### src/rtl/cwru_transceiver_rx.sv
// Serial byte receiver: two-flop synchronizer, mid-bit sampling FSM, framing check, hex display.
// Define CWRU_RX_PARITY_EN to compile in the even-parity bit between data and stop.
module cwru_transceiver_rx #(
  parameter int CLKS_PER_BIT = 5208
) (
  input  logic       CLK,
  input  logic       RST,
  input  logic       RX_IN,
  output logic [7:0] RX_DATA,
  output logic       RX_VALID,
  output logic       RX_ERR,
  output logic [6:0] HEX0
);

  localparam int            CW        = $clog2(CLKS_PER_BIT);
  localparam logic [CW-1:0] BIT_LAST  = CW'(CLKS_PER_BIT - 1);
  localparam logic [CW-1:0] HALF_LAST = CW'(CLKS_PER_BIT / 2 - 1);
  localparam logic [6:0]    SEG_DASH  = 7'b0111111;

  typedef enum logic [2:0] {
    IDLE,
    START,
    DATA,
`ifdef CWRU_RX_PARITY_EN
    PARITY,
`endif
    STOP
  } state_t;

  state_t        state, state_nxt;
  logic          rx_meta, rx_s, rx_prev;
  logic [1:0]    flush;
  logic          armed;
  logic [CW-1:0] cnt, cnt_nxt;
  logic [2:0]    bit_cnt, bit_nxt;
  logic [7:0]    shift, shift_nxt;
  logic          par_err, par_err_nxt;
  logic          load, err;

  function automatic logic [6:0] seg_decode(input logic [3:0] d);
    case (d)
      4'h0: seg_decode = 7'b1000000;
      4'h1: seg_decode = 7'b1111001;
      4'h2: seg_decode = 7'b0100100;
      4'h3: seg_decode = 7'b0110000;
      4'h4: seg_decode = 7'b0011001;
      4'h5: seg_decode = 7'b0010010;
      4'h6: seg_decode = 7'b0000010;
      4'h7: seg_decode = 7'b1111000;
      4'h8: seg_decode = 7'b0000000;
      4'h9: seg_decode = 7'b0010000;
      4'hA: seg_decode = 7'b0001000;
      4'hB: seg_decode = 7'b0000011;
      4'hC: seg_decode = 7'b1000110;
      4'hD: seg_decode = 7'b0100001;
      4'hE: seg_decode = 7'b0000110;
      default: seg_decode = 7'b0001110;
    endcase
  endfunction

  always_comb begin
    // NOTE: every output of this block gets a default first, so no path can infer a latch.
    state_nxt   = state;
    cnt_nxt     = cnt;
    bit_nxt     = bit_cnt;
    shift_nxt   = shift;
    par_err_nxt = par_err;
    load        = 1'b0;
    err         = 1'b0;
    case (state)
      IDLE: begin
        // armed blocks a line that was already low when reset released
        if (armed && rx_prev && !rx_s) begin
          state_nxt   = START;
          cnt_nxt     = '0;
          bit_nxt     = '0;
          par_err_nxt = 1'b0;
        end
      end
      START: begin
        if (cnt == HALF_LAST) begin
          cnt_nxt   = '0;
          state_nxt = rx_s ? IDLE : DATA;
        end else begin
          cnt_nxt = cnt + 1'b1;
        end
      end
      DATA: begin
        if (cnt == BIT_LAST) begin
          cnt_nxt   = '0;
          shift_nxt = {rx_s, shift[7:1]};
          bit_nxt   = bit_cnt + 1'b1;
          if (bit_cnt == 3'd7) begin
`ifdef CWRU_RX_PARITY_EN
            state_nxt = PARITY;
`else
            state_nxt = STOP;
`endif
          end
        end else begin
          cnt_nxt = cnt + 1'b1;
        end
      end
`ifdef CWRU_RX_PARITY_EN
      PARITY: begin
        if (cnt == BIT_LAST) begin
          cnt_nxt     = '0;
          par_err_nxt = (rx_s != ^shift);
          state_nxt   = STOP;
        end else begin
          cnt_nxt = cnt + 1'b1;
        end
      end
`endif
      STOP: begin
        if (cnt == BIT_LAST) begin
          cnt_nxt   = '0;
          state_nxt = IDLE;
          if (rx_s && !par_err) load = 1'b1;
          else                  err  = 1'b1;
        end else begin
          cnt_nxt = cnt + 1'b1;
        end
      end
      default: state_nxt = IDLE;
    endcase
  end

  always_ff @(posedge CLK) begin
    // NOTE: sequential state uses non-blocking assignments so all flops update from pre-edge values.
    if (RST) begin
      rx_meta  <= 1'b1;
      rx_s     <= 1'b1;
      rx_prev  <= 1'b1;
      flush    <= 2'b00;
      armed    <= 1'b0;
      state    <= IDLE;
      cnt      <= '0;
      bit_cnt  <= '0;
      shift    <= '0;
      par_err  <= 1'b0;
      RX_DATA  <= 8'h00;
      RX_VALID <= 1'b0;
      RX_ERR   <= 1'b0;
      HEX0     <= SEG_DASH;
    end else begin
      rx_meta  <= RX_IN;
      rx_s     <= rx_meta;
      rx_prev  <= rx_s;
      // rx_s carries the reset value until the synchronizer has flushed twice
      flush    <= {flush[0], 1'b1};
      if (flush[1] && rx_s) armed <= 1'b1;
      state    <= state_nxt;
      cnt      <= cnt_nxt;
      bit_cnt  <= bit_nxt;
      shift    <= shift_nxt;
      par_err  <= par_err_nxt;
      RX_VALID <= load;
      RX_ERR   <= err;
      if (load)     RX_DATA <= shift;
      if (RX_VALID) HEX0    <= seg_decode(RX_DATA[3:0]);
    end
  end

endmodule

### config.mk
export PLATFORM = sky130hd
export DESIGN_NAME = cwru_transceiver_rx
export DESIGN_NICKNAME = d
export VERILOG_FILES = /design/src/rtl/cwru_transceiver_rx.sv
export SDC_FILE = /design/constraint.sdc
export NUM_CORES = 1
export LEC_CHECK = 0
export CORE_MARGIN = 5
export CORE_UTILIZATION = 50
export CTS_BUF_LIST = sky130_fd_sc_hd__clkbuf_4 sky130_fd_sc_hd__clkbuf_8 sky130_fd_sc_hd__clkbuf_16
export DETAILED_ROUTE_END_ITERATION = 12
export PLACE_DENSITY = 0.7
export REMOVE_ABC_BUFFERS = 1
export SLEW_MARGIN = 10
export SYNTH_ARGS = -nofsm -noshare
export SYNTH_HDL_FRONTEND = slang
export SYNTH_SLANG_ARGS = --single-unit
### constraint.sdc
create_clock -name CLK -period 3.5 [get_ports CLK]
set_input_delay 0.7 -clock CLK [delete_from_list [all_inputs] [get_ports CLK]]
set_output_delay 0.7 -clock CLK [all_outputs]
set_load 0.03 [all_outputs]
==> flow_summary.json <==
{
  "nFillCells": 451,
  "cp-endpoint": "RX_DATA[3]",
  "drive_gt1_share_pct": 9.22,
  "initial_utilization_pct": 50.9,
  "ys_seq_area_share_pct": 41.1,
  "wl_met3_um": 156,
  "numCtsBuffers": 5,
  "critPathTopFamily": "buffers and inverters",
  "rows": 25,
  "ir_drop_uv": 198,
  "ios": 20,
  "dieHeight_um": 79.1,
  "synthCells": 266,
  "dieArea_um2": 6260,
  "synth_top_cells_by_area": "dfxtp_1 (41%), mux2i_1 (7.1%), nand2_1 (5.7%)",
  "cts_tree": "yes",
  "slowest_delay_ns": 0.77,
  "instances_no_fill": 336,
  "synth_area_um2": 2390,
  "status": "finished clean",
  "diodes": 0,
  "layout.area.seq_um2": 981,
  "fin_nets": 293,
  "grt.overflow.total": 0,
  "cp.arrival_ns": 1.73,
  "rsz0062_at_grt": "false",
  "fin_crit_sh_pct": 69.3,
  "wl_met1_mm": 2.22,
  "insertion_delay_ns": 0.31,
  "synth-edff-count": 0,
  "drtPass1Iterations": 4,
  "hold_path.class": "flop to flop",
  "drc": 0,
  "coreArea_um2": 4690,
  "min_period_ns": 2.43,
  "area_growth_pct": 10.5,
  "wl_per_cell_um": 12.8,
  "reg2reg_depth": 7,
  "vias": 1846,
  "reg2reg_to": "cnt[9]$_SDFFE_PP0P_",
  "clkTransAtPathRegs_ns": 0.09,
  "start_kind": "flop",
  "portBuffers": 19,
  "max_freq_mhz": 412,
  "cp.depth": 1,
  "yosysWarnings": 0,
  "drtIter0Drc": 75,
  "synth_cell_types": 50,
  "critPathRequiredTime_ns": 2.80,
  "synth_commonest_cells": "dfxtp_1 (49), nand2_1 (36), nor2_1 (28), mux2i_1 (17), a21oi_1 (13)",
  "wl_met2_mm": 1.87,
  "cts_resized": 0,
  "grt_use_total_pct": 15.2,
  "cts.htree.levels": 2,
  "fin_skew_ns": 0.00751,
  "grt_pass1_wl_mm": 7.65,
  "tightest_slew_ns": 0.947,
  "grt_pass1_vias": 1675,
  "placedCellCount": 328,
  "r2r_slack_ns": 1.53,
  "synth_seq_cells": 49,
  "yosysMostFrequentCell": "dfxtp_1",
  "postRouteAntennaNets": 0,
  "drt-total-wl_mm": 4.31,
  "die_x_um": 79.1,
  "multi_input_area_um2": 1250,
  "path_max_fanout": 15,
  "crit_path_end_kind": "output port",
  "crit_chain": "clkdlybuf4s50_1",
  "cts_setup_buffers": 0,
  "crit_type": "flop to output port",
  "crit_path_top_delay_cell": "clkdlybuf4s50_1",
  "hold-worst-slack_ns": 0.424,
  "synthArstFlopShare_pct": 0,
  "clockBufferDepth": 2,
  "slew_violations": 0,
  "synth_top_flop_cell": "dfxtp_1",
  "dp_hpwl_mm": 3.06,
  "top_layer_used": "met4",
  "gp_congestion": 0.791,
  "p_leak_nw": 0.888,
  "power_density_nw_per_um2": 350,
  "synth_top_area_cell": "dfxtp_1",
  "antenna_found_initial": 0,
  "hold_violations": 0,
  "synth_top_area_share_pct": 41.1,
  "root_buffer": "clkbuf_8",
  "fin_setup_tns_ns": 0,
  "ctsHoldBuffers": 0,
  "viasPerCell": 5.49,
  "slew_headroom_pct": 36.6,
  "grt_max_degree": 21,
  "r2r-start": "cnt[0]$_SDFFE_PP0P_",
  "cts_sinks": 49,
  "cp-startpoint": "RX_DATA[3]$_SDFFE_PP0P_",
  "setup_viol": 0,
  "drv_cap": 0,
  "syn_avg_cell_area_um2": 8.97,
  "worstPathBufferInverterCount": 1
}
how the worst min path moves through the flow:
stage                                  start               to  slack [ns]  cells past startpoint
after global routing      rx_meta$_SDFF_PP1_  rx_s$_SDFF_PP1_        0.45                      1
final                     rx_meta$_SDFF_PP1_  rx_s$_SDFF_PP1_        0.42                      1
after floorplan           rx_meta$_SDFF_PP1_  rx_s$_SDFF_PP1_        0.39                      1
after CTS                 rx_meta$_SDFF_PP1_  rx_s$_SDFF_PP1_        0.43                      1
after detailed placement  rx_meta$_SDFF_PP1_  rx_s$_SDFF_PP1_        0.41                      1
after global placement    rx_meta$_SDFF_PP1_  rx_s$_SDFF_PP1_        0.40                      1
through the flow:
step / utilization (%) / power (mW) / setup slack [ns] / cell area [um2]
finish: 56.2 / 0.923 / 1.07 / 2640
global route: 56.2 / 0.967 / 0.979 / 2640
CTS: 56.2 / 0.940 / 1.06 / 2640
detailed placement: 54.3 / 0.598 / 1.21 / 2550
global placement: 54.3 / 0.598 / 1.20 / 2550
floorplan: - / 0.584 / 1.24 / 2260
power breakdown:
part	total [mW]	switching, mW	internal, mW
registers	0.563	0.00234	0.561
clock network	0.339	0.197	0.142
logic	0.0213	0.0139	0.00740
sequential cells by signal, summed over array words and instances (netlist names):
| name | flops |
|---|---|
| shift | 8 |
| RX_VALID | 1 |
| bit_cnt | 3 |
| rx_s | 1 |
| armed | 1 |
| cnt | 13 |
| rx_meta | 1 |
| RX_ERR | 1 |
| RX_DATA | 8 |
| rx_prev | 1 |
| HEX0 | 7 |
| state | 2 |
| flush | 2 |
per-layer routing:
metal / vias to the layer above / GRT usage, %
li1: 969 / -
met1: 842 / 19.5
met2: 29 / 24.2
met3: 6 / 4.08
met4: 0 / 5.67
met5: - / 0
logic make-up after synthesis:
group,count (synthesis),share of synthesized area (%)
and+or+nand+nor,119,26.7
muxes,18,8.07
buffers and inverters,22,6.45
xor gates and xnor gates,1,0.367
AOI/OAI and AO/OA,48,12.6
DFF,49,41.1
adders and majority gates,9,4.72
cells in the final DEF (no fill, tap or decap), drive strengths merged, types with 2 or more instances in the layout:
cell type	n
nand3	8
nor3b	4
nand3b	3
o211ai	5
or2	3
and3b	2
nand4	5
or3b	5
a22oi	2
or3	2
nor3	7
o21a	3
nand2b	4
clkdlybuf4s50	19
o21ai	11
dfxtp	49
nor2	29
ha	9
nand2	36
a31oi	6
a21oi	13
mux2i	17
clkbuf	5
and4	2
inv	8
nor4	2
and2b	2
buf	4
cell type report:
cell class / instances / area share, %
sequential: 49 / 37.2
clock inverter: 3 / 0.806
multi-input combinational: 195 / 47.5
clock buffer: 5 / 2.61
timing repair buffer: 23 / 8.35
inverter: 7 / 0.996
tap: 54 / 2.56
Power figures use the tool's default switching activity.
==> patch: new RTL, same settings <==
Remove the register `RX_ERR`: a continuous assignment takes its place, so the output `RX_ERR` follows one clock earlier.
--- a/src/rtl/cwru_transceiver_rx.sv
+++ b/src/rtl/cwru_transceiver_rx.sv
@@ -143,3 +143,2 @@
       RX_VALID <= 1'b0;
-      RX_ERR   <= 1'b0;
       HEX0     <= SEG_DASH;
@@ -158,3 +157,2 @@
       RX_VALID <= load;
-      RX_ERR   <= err;
       if (load)     RX_DATA <= shift;
@@ -164,2 +162,4 @@
 
+  assign RX_ERR = err;
+
 endmodule
Behaviour: no difference found for any inputs over 10 cycles, from zero or initial values and one cycle with RST high; that may be too few to reach the edited logic, so the function may still have changed.
==> patch against the original RTL <==
Sequential power is 2% lower. Cell area is 7.2% higher. Routed wire length is 18% higher. Die area is 4.6% higher. Largest power group unchanged. Power is 14% higher. Largest cell class unchanged. Worst setup slack worse by 0.63 ns. Sequential cell count is 1 lower. Synthesized area is 5.2% higher.
==> patch: results (changes against the original RTL) <==
status complete, no violations (unchanged); Yosys cell types 54 (was 50); iteration-0 DRC count of the detailed router 160 (was 75); Hold Worst Slack 0.4267 ns (was 0.4237 ns); Tot Pwr 1.057 mW (was 923.3 µW); R2R cell count 5 (was 7); worst endpoint data arrival time 2.36 ns (was 1.73 ns); GRT Util Overall 16.81% (was 15.16%); Worst-path clk slew 0.09 ns (about the same); Pleak 0.9449 nW (was 0.8877 nW); Worst Skew 0.003802 ns (was 0.007506 ns); DP Area 2690 µm² (was 2547 µm²); capture point of the critical path RX_ERR (was RX_DATA[3]); number of global-route vias before repair 1807 (was 1675); Worst Hold Depth 1 (unchanged); vias per std cell 5.760 (was 5.494); register area share after synthesis 38.25% (was 41.09%); Post-synth top cells dfxtp_1, nand2_1, a21oi_1, nor2_1, nand3_1 (was dfxtp_1, nand2_1, nor2_1, mux2i_1, a21oi_1); Switching Share 20.19% (was 23.07%); reg-to-reg slack, setup 1.29 ns (was 1.53 ns); Finished Layout Cells 358 (was 336); ratio of cells with drive above 1 in the final layout 9.966% (was 9.220%); Slew headroom 26.37% (was 36.57%); RR Endpoint state[0]$_SDFFE_PP0P_ (was cnt[9]$_SDFFE_PP0P_); M3 GR Usage 3.769% (was 4.082%); M1 GR Usage 24.07% (was 19.52%); largest net degree at the start of global routing 41 (was 21); RD Place Congestion 0.8062 (was 0.7907); Post-Syn Instances 282 (was 266); worst-path maximum fanout 10 (was 15); Routed WL 5095 µm (was 4306 µm); dpl hpwl 3422 µm (was 3059 µm); worst setup path startpoint cnt[0]$_SDFFE_PP0P_ (was RX_DATA[3]$_SDFFE_PP0P_); maximum vdd drop 312.2 µV (was 198.4 µV); Setup WS pre-CTS 0.7909 ns (was 1.209 ns); placed insts 350 (was 328); GR Layer Usage met2 24.88% (was 24.24%); global-route wire length before repair 8707 µm (was 7652 µm); P_seq 552 µW (was 563 µW)
patch: cell types whose count changed after synthesis, moves of 5 or more:
cell / before / now
nand2_1: 36 / 25
a21oi_1: 13 / 21
o22ai_1: 1 / 9
nand3_1: 8 / 16
nor2b_1: 1 / 6
nor2_1: 28 / 19
buf_2: 0 / 8
patch: layout make-up:
type,instances,area (µm²)
multi-input combinational,203,1395
clock inverter,3,68.82
sequential,48,960.9
timing repair buffer,22,212.7
clock buffer,5,68.82
tap,67,83.83
inverter,10,37.54
fill,427,1958
patch: cell families after synthesis:
kind of cell,Yosys count,share of synthesized area [%]
AO/OA/AOI/OAI,70,19.12
AND/OR/NAND/NOR,107,24.55
adder cells (fa/ha/maj),9,4.482
flip-flops,48,38.25
multiplexers,17,7.370
buffers and inverters,31,6.225
patch: layer usage:
| metal | routed length (µm) | vias up |
|---|---|---|
| met5 | 0 | - |
| met4 | 87 | 0 |
| met3 | 122 | 9 |
| met2 | 2224 | 25 |
| met1 | 2661 | 974 |
| li1 | - | 1054 |
